**src/rtl/fp16_mac_feeder.sv**
```systemverilog
// fp16_mac_feeder: collects an 8-word frame (4 activations, 4 weights) for an
// external combinational FP16 MAC, holds the operands stable for SETTLE_CYCLES,
// samples the MAC result (optionally through ReLU) and offers it downstream with
// a valid/ready handshake.
`timescale 1ns/1ps

module fp16_mac_feeder #(
    parameter int unsigned SETTLE_CYCLES = 1,   // 1..15
    parameter bit          RELU_EN       = 1'b1
) (
    input  logic        clk,
    input  logic        rst_n,
    input  logic        clear,
    input  logic [15:0] in_data,
    input  logic        in_valid,
    output logic        in_ready,
    output logic [15:0] mac_in0,
    output logic [15:0] mac_in1,
    output logic [15:0] mac_in2,
    output logic [15:0] mac_in3,
    output logic [15:0] mac_w0,
    output logic [15:0] mac_w1,
    output logic [15:0] mac_w2,
    output logic [15:0] mac_w3,
    input  logic [15:0] mac_result,
    output logic [15:0] out_data,
    output logic        out_valid,
    input  logic        out_ready,
    output logic        busy
);

    typedef enum logic [1:0] {
        LOAD   = 2'd0,
        SETTLE = 2'd1,
        OUTPUT = 2'd2
    } state_t;

    // Settle counter value on the final SETTLE cycle.
    localparam logic [3:0] SETTLE_LAST = 4'(SETTLE_CYCLES - 1);

    state_t      state;
    state_t      state_nxt;
    logic [2:0]  word_cnt;
    logic [3:0]  settle_cnt;
    logic [15:0] act_q [4];
    logic [15:0] wgt_q [4];
    logic [15:0] result_q;
    logic [15:0] result_d;
    logic        accept;
    logic        settle_done;

    // A word is taken only in LOAD; a simultaneous clear drops it.
    assign accept      = in_valid && in_ready && !clear;
    assign settle_done = (state == SETTLE) && (settle_cnt == SETTLE_LAST);

    // Negative results (sign bit set, including -0, -Inf and negative NaN)
    // become +0 when ReLU is enabled.
    assign result_d = (RELU_EN && mac_result[15]) ? 16'h0000 : mac_result;

    assign mac_in0  = act_q[0];
    assign mac_in1  = act_q[1];
    assign mac_in2  = act_q[2];
    assign mac_in3  = act_q[3];
    assign mac_w0   = wgt_q[0];
    assign mac_w1   = wgt_q[1];
    assign mac_w2   = wgt_q[2];
    assign mac_w3   = wgt_q[3];
    assign out_data = result_q;
    assign busy     = !((state == LOAD) && (word_cnt == 3'd0));

    // State register.
    always_ff @(posedge clk or negedge rst_n) begin
        // NOTE: sequential state uses non-blocking assignments so every register
        // samples the pre-edge values, independent of block ordering.
        if (!rst_n) begin
            state <= LOAD;
        end else begin
            state <= state_nxt;
        end
    end

    // Next-state and handshake outputs; clear overrides every transition.
    always_comb begin
        // NOTE: every output of this block is given a default first so no path
        // leaves it unassigned, which would otherwise infer a latch.
        state_nxt = state;
        in_ready  = 1'b0;
        out_valid = 1'b0;
        case (state)
            LOAD: begin
                in_ready = 1'b1;
                if (in_valid && (word_cnt == 3'd7)) begin
                    state_nxt = SETTLE;
                end
            end
            SETTLE: begin
                if (settle_cnt == SETTLE_LAST) begin
                    state_nxt = OUTPUT;
                end
            end
            OUTPUT: begin
                out_valid = 1'b1;
                if (out_ready) begin
                    state_nxt = LOAD;
                end
            end
            default: state_nxt = LOAD;
        endcase
        if (clear) begin
            state_nxt = LOAD;
        end
    end

    // Word counter: advances per accepted word and wraps 7 -> 0 at frame end.
    always_ff @(posedge clk or negedge rst_n) begin
        if (!rst_n) begin
            word_cnt <= 3'd0;
        end else if (clear) begin
            word_cnt <= 3'd0;
        end else if (accept) begin
            word_cnt <= word_cnt + 3'd1;
        end
    end

    // Settle timer: counts SETTLE cycles, idles at zero elsewhere.
    always_ff @(posedge clk or negedge rst_n) begin
        if (!rst_n) begin
            settle_cnt <= 4'd0;
        end else if (clear || (state != SETTLE) || settle_done) begin
            settle_cnt <= 4'd0;
        end else begin
            settle_cnt <= settle_cnt + 4'd1;
        end
    end

    // Operand registers: words 0-3 are activations, 4-7 are weights.
    always_ff @(posedge clk or negedge rst_n) begin
        // NOTE: the operand storage is reset because its contents are driven
        // straight onto the MAC ports, which must read zero during reset.
        if (!rst_n) begin
            for (int i = 0; i < 4; i++) begin
                act_q[i] <= 16'h0000;
                wgt_q[i] <= 16'h0000;
            end
        end else if (accept) begin
            if (word_cnt[2]) begin
                wgt_q[word_cnt[1:0]] <= in_data;
            end else begin
                act_q[word_cnt[1:0]] <= in_data;
            end
        end
    end

    // Result register: sampled on the final SETTLE cycle unless aborted.
    always_ff @(posedge clk or negedge rst_n) begin
        if (!rst_n) begin
            result_q <= 16'h0000;
        end else if (settle_done && !clear) begin
            result_q <= result_d;
        end
    end

endmodule

```
**config.mk**
```make
export PLATFORM = sky130hd
export DESIGN_NAME = fp16_mac_feeder
export DESIGN_NICKNAME = d
export VERILOG_FILES = /design/src/rtl/fp16_mac_feeder.sv
export SDC_FILE = /design/constraint.sdc
export NUM_CORES = 1
export LEC_CHECK = 0
export BUFFER_PORTS_ARGS = -buffer_cell sky130_fd_sc_hd__buf_2
export CAP_MARGIN = 20
export CORE_ASPECT_RATIO = 0.5
export CORE_UTILIZATION = 50
export DETAILED_ROUTE_END_ITERATION = 6
export PLACE_DENSITY = 0.78
export SLEW_MARGIN = 40
export SYNTH_ARGS = -nofsm -noshare
export SYNTH_HDL_FRONTEND = slang
export SYNTH_SLANG_ARGS = --single-unit
```
**constraint.sdc**
```tcl
create_clock -name clk -period 3.7 [get_ports clk]
set_clock_uncertainty 0.15 [all_clocks]
set_input_delay 1.11 -clock clk [delete_from_list [all_inputs] [get_ports clk]]
set_output_delay 1.11 -clock clk [all_outputs]
set_load 0.01 [all_outputs]
```
==> metrics.md <==
| Metric | Value |
|---|---|
| Vias in the first global route | between 3000 and 4000 |
| WL/cell | 18.0 µm |
| Max-cap violations | 0 |
| Mean Syn Cell Area | 16.1 µm² |
| Final setup TNS | 0 ps |
| Routed vias | approximately 3800 |
| Logic gate share of total power | 0.167 |
| Detailed placement HPWL | around 9.1 mm |
| Synth top area cells | dfrtp_1 63%, mux2_2 25%, mux2_4 2.2%, nor2b_1 1.7%, ha_1 1.4% |
| Initial Utilization | 0.532 |
| Layout Nets | approximately 610 |
| Final Wtd Congestion | about 0.78 |
| P_int | approximately 3300 µW |
| Worst Setup EP | mac_in1[7] |
| Num Clock Sinks | around 150 |
| Area of the multi-input gates | around 2100 µm² |
| Filler instances | 851 |
| DRT Pass-1 Iters | 4 |
| Met3 global-route usage | 0.0499 |
| Mapped cell area | 6060 µm² |
| Yosys reg bits | around 150 |
| First-pass GRT wire length | 20.9 mm |
| Worst R2R End | mac_in1[7] |
| Status | complete, no violations |
| Pwr/cell area | roughly 580 nW/µm² |
| Post-synth top area cell | dfrtp_1 |
| Final period utilization | 0.755 |
| CP endpoint kind | register |
| Tot Pwr | 4480 µW |
| Overall die area | about 13000 µm² |
| Total track usage | 0.226 |
| Reg area | between 3000 and 4000 µm² |
| Std-Cell Rows | 27 |
| Sw Pwr | ~1200 µW |
| Post-route ant nets | 0 |
| Grt met2 use | 0.384 |
| Max-slew violations | 0 |
| Cts bufs inserted | 17 |
| DIE HEIGHT | between 70 and 80 µm |
| Worst skew pair latency | around 410 ps |
| Port buffer count | between 150 and 200 |
| Synth Flop Type | dfrtp_1 |
| Crit path DAT | between 2000 and 3000 ps |
| Setup violators final | 0 |
| Leakage power | about 0.0042 µW |
| Crit path time final | roughly 2800 ps |
| Clk pwr share | 0.382 |
| Post-CTS Setup Bufs | 0 |
| DRC Markers | 0 |
| Gr busiest metal | met2 |
| Largest net degree at the start of global routing | 76 |
| Synth Instances | between 300 and 400 |
| Share of total power in sequential cells | 0.451 |
| Worst setup SP type | input port |
| H-tree level count | 4 |
| EDFF count, synth | 0 |
| Final hold vios | 0 |
| WP data required | around 3800 ps |
| Reg-to-reg slack, setup | ~1300 ps |
| Synth cell types | 27 |
| Post-synth top cells | 152 x dfrtp_1, 134 x mux2_2, 16 x nor2b_1 |
| Met1 usage | 0.278 |
| Vias/cell | ~5.1 |
| Switching Share | 0.266 |
| Clk root buf | clkbuf_16 |
| Inserted Diodes | 0 |
| Synth top area share | 0.627 |
| Asr flop ratio synth | 1.00 |
| Number of cells on the worst reg-to-reg path | 3 |
| Area Overhead vs Synth | 26.8% |
| Ys Warns | 0 |
| Die width | around 160 µm |
| Seq/Total Area, Yosys | 0.627 |
| Cell with the most instances after synthesis | dfrtp_1 |
| CTS tree | built |
| Core Region | around 11000 µm² |
| WS Path Type | input port to register |
| Worst Path Max Fanout | 16 |
| Max-slew headroom | 0.520 |
| Max Root-Sink Buffers | 2 |
| Initial drt markers | ~170 |
| Slew @ Worst Pin | roughly 700 ps |
| Worst vdd ir | 0.348 mV |
| Clock Pin Slew Worst Setup and Hold Paths | 60 ps |
| Post-CTS resize count | 0 |
| R2r startpoint | state[0] |
| Beginning of the critical path | clear |
| Post-CTS Hold Buffers | 0 |
| Max Fclk | 358 MHz |
| GRT overflow | 0 |
| RSZ-0062 raised after global routing | no |
| Layout cells sized above 1 | 0.639 |
| Total wire length | between 10 and 15 mm |
| Initial antenna violation count | 0 |
| Worst min-delay path category | register to register |
| Syn Nets | around 420 |
| Boundary Pins | about 180 |
==> kinds of logic (layout without fill, tap and decap cells) <==
group / after synthesis / in the layout / share of synthesized area
adder cells (fa/ha/maj): 7 / 7 / 0.0144
buffers and inverters: 24 / 228 / 0.0291
flip-flops: 152 / 152 / 0.627
AO/OA/AOI/OAI: 2 / 2 / 0.00268
other: 1 / 1 / 0.000619
multiplexers: 145 / 145 / 0.275
XOR/XNOR: 3 / 3 / 0.00434
AND/OR/NAND/NOR: 43 / 43 / 0.0469
==> per-layer routing <==
layer	wire, µm	part of all wire
met3	576	0.043
met5	0	0
met4	256	0.019
met2	6580	0.49
met1	5910	0.44
==> layout by cell type, fill, tap and decap left out, types with 2 or more instances in the layout <==
cell and n:
clkbuf_16 17, buf_4 7, mux2_4 9, bufinv_16 2, nand3b_1 2, inv_6 2, clkinv_4 3, nor2_1 9
clkinv_2 3, ha_1 7, nand3_1 2, dfrtp_1 152, mux2_2 134, clkinvlp_4 4, inv_1 6, and3_1 5
buf_2 181, nand3b_2 3, xnor2_1 3, nor2b_1 16, mux2i_1 2
==> critical path, cell delays in order <==
cell and delay (ps):
buf_2 150, nor4b_2 680, nand3b_2 540, mux2_2 450
==> final cells by class <==
class / count / share of cell area
clock buffers: 18 / 0.0571
clock inverters: 14 / 0.0194
inverters: 6 / 0.00293
multi-input cells: 201 / 0.271
flip-flops and latches: 152 / 0.495
well taps: 159 / 0.0259
repair buffers: 190 / 0.129
==> power by group through the flow <==
stage               logic (µW)  clock network [µW]  registers (µW)
floorplan                  250                   0            2160
global placement           735                   0            2050
detailed placement         757                   0            2050
CTS                        760                1740            2020
global route               811                1820            2050
finish                     747                1710            2020
==> worst min-delay path by stage <==
stage / end / slack, ps / depth (start not counted) / startpoint
floorplan: settle_cnt[0] / 300 / 1 / settle_cnt[0]
global placement: settle_cnt[0] / 330 / 1 / settle_cnt[0]
detailed placement: mac_in0[15] / 340 / 1 / mac_in0[15]
CTS: settle_cnt[0] / 350 / 1 / settle_cnt[0]
global route: mac_in1[3] / 360 / 1 / mac_in1[3]
finish: settle_cnt[0] / 340 / 1 / settle_cnt[0]
==> metrics by stage <==
step | util | cells | hold slack, ps | setup slack (ps) | cell area, µm²
3_5_place_dp | 0.623 | 708 | 338 | 487 | 7100
6_report | 0.675 | 740 | 342 | 907 | 7680
5_1_grt | 0.675 | 740 | 358 | 786 | 7680
4_1_cts | 0.675 | 740 | 347 | 921 | 7680
2_1_floorplan | - | 377 | 302 | 816 | 6060
3_3_place_gp | 0.623 | 708 | 327 | 588 | 7100
==> state kept, by name, summed over array words and instances, names as in the netlist <==
register,cells
state,2
mac_in1,16
mac_in0,16
mac_w0,16
mac_w1,16
mac_w3,16
out_data,15
word_cnt,3
mac_in2,16
mac_w2,16
mac_in3,16
settle_cnt,4
(Power assumes the default switching activity.)
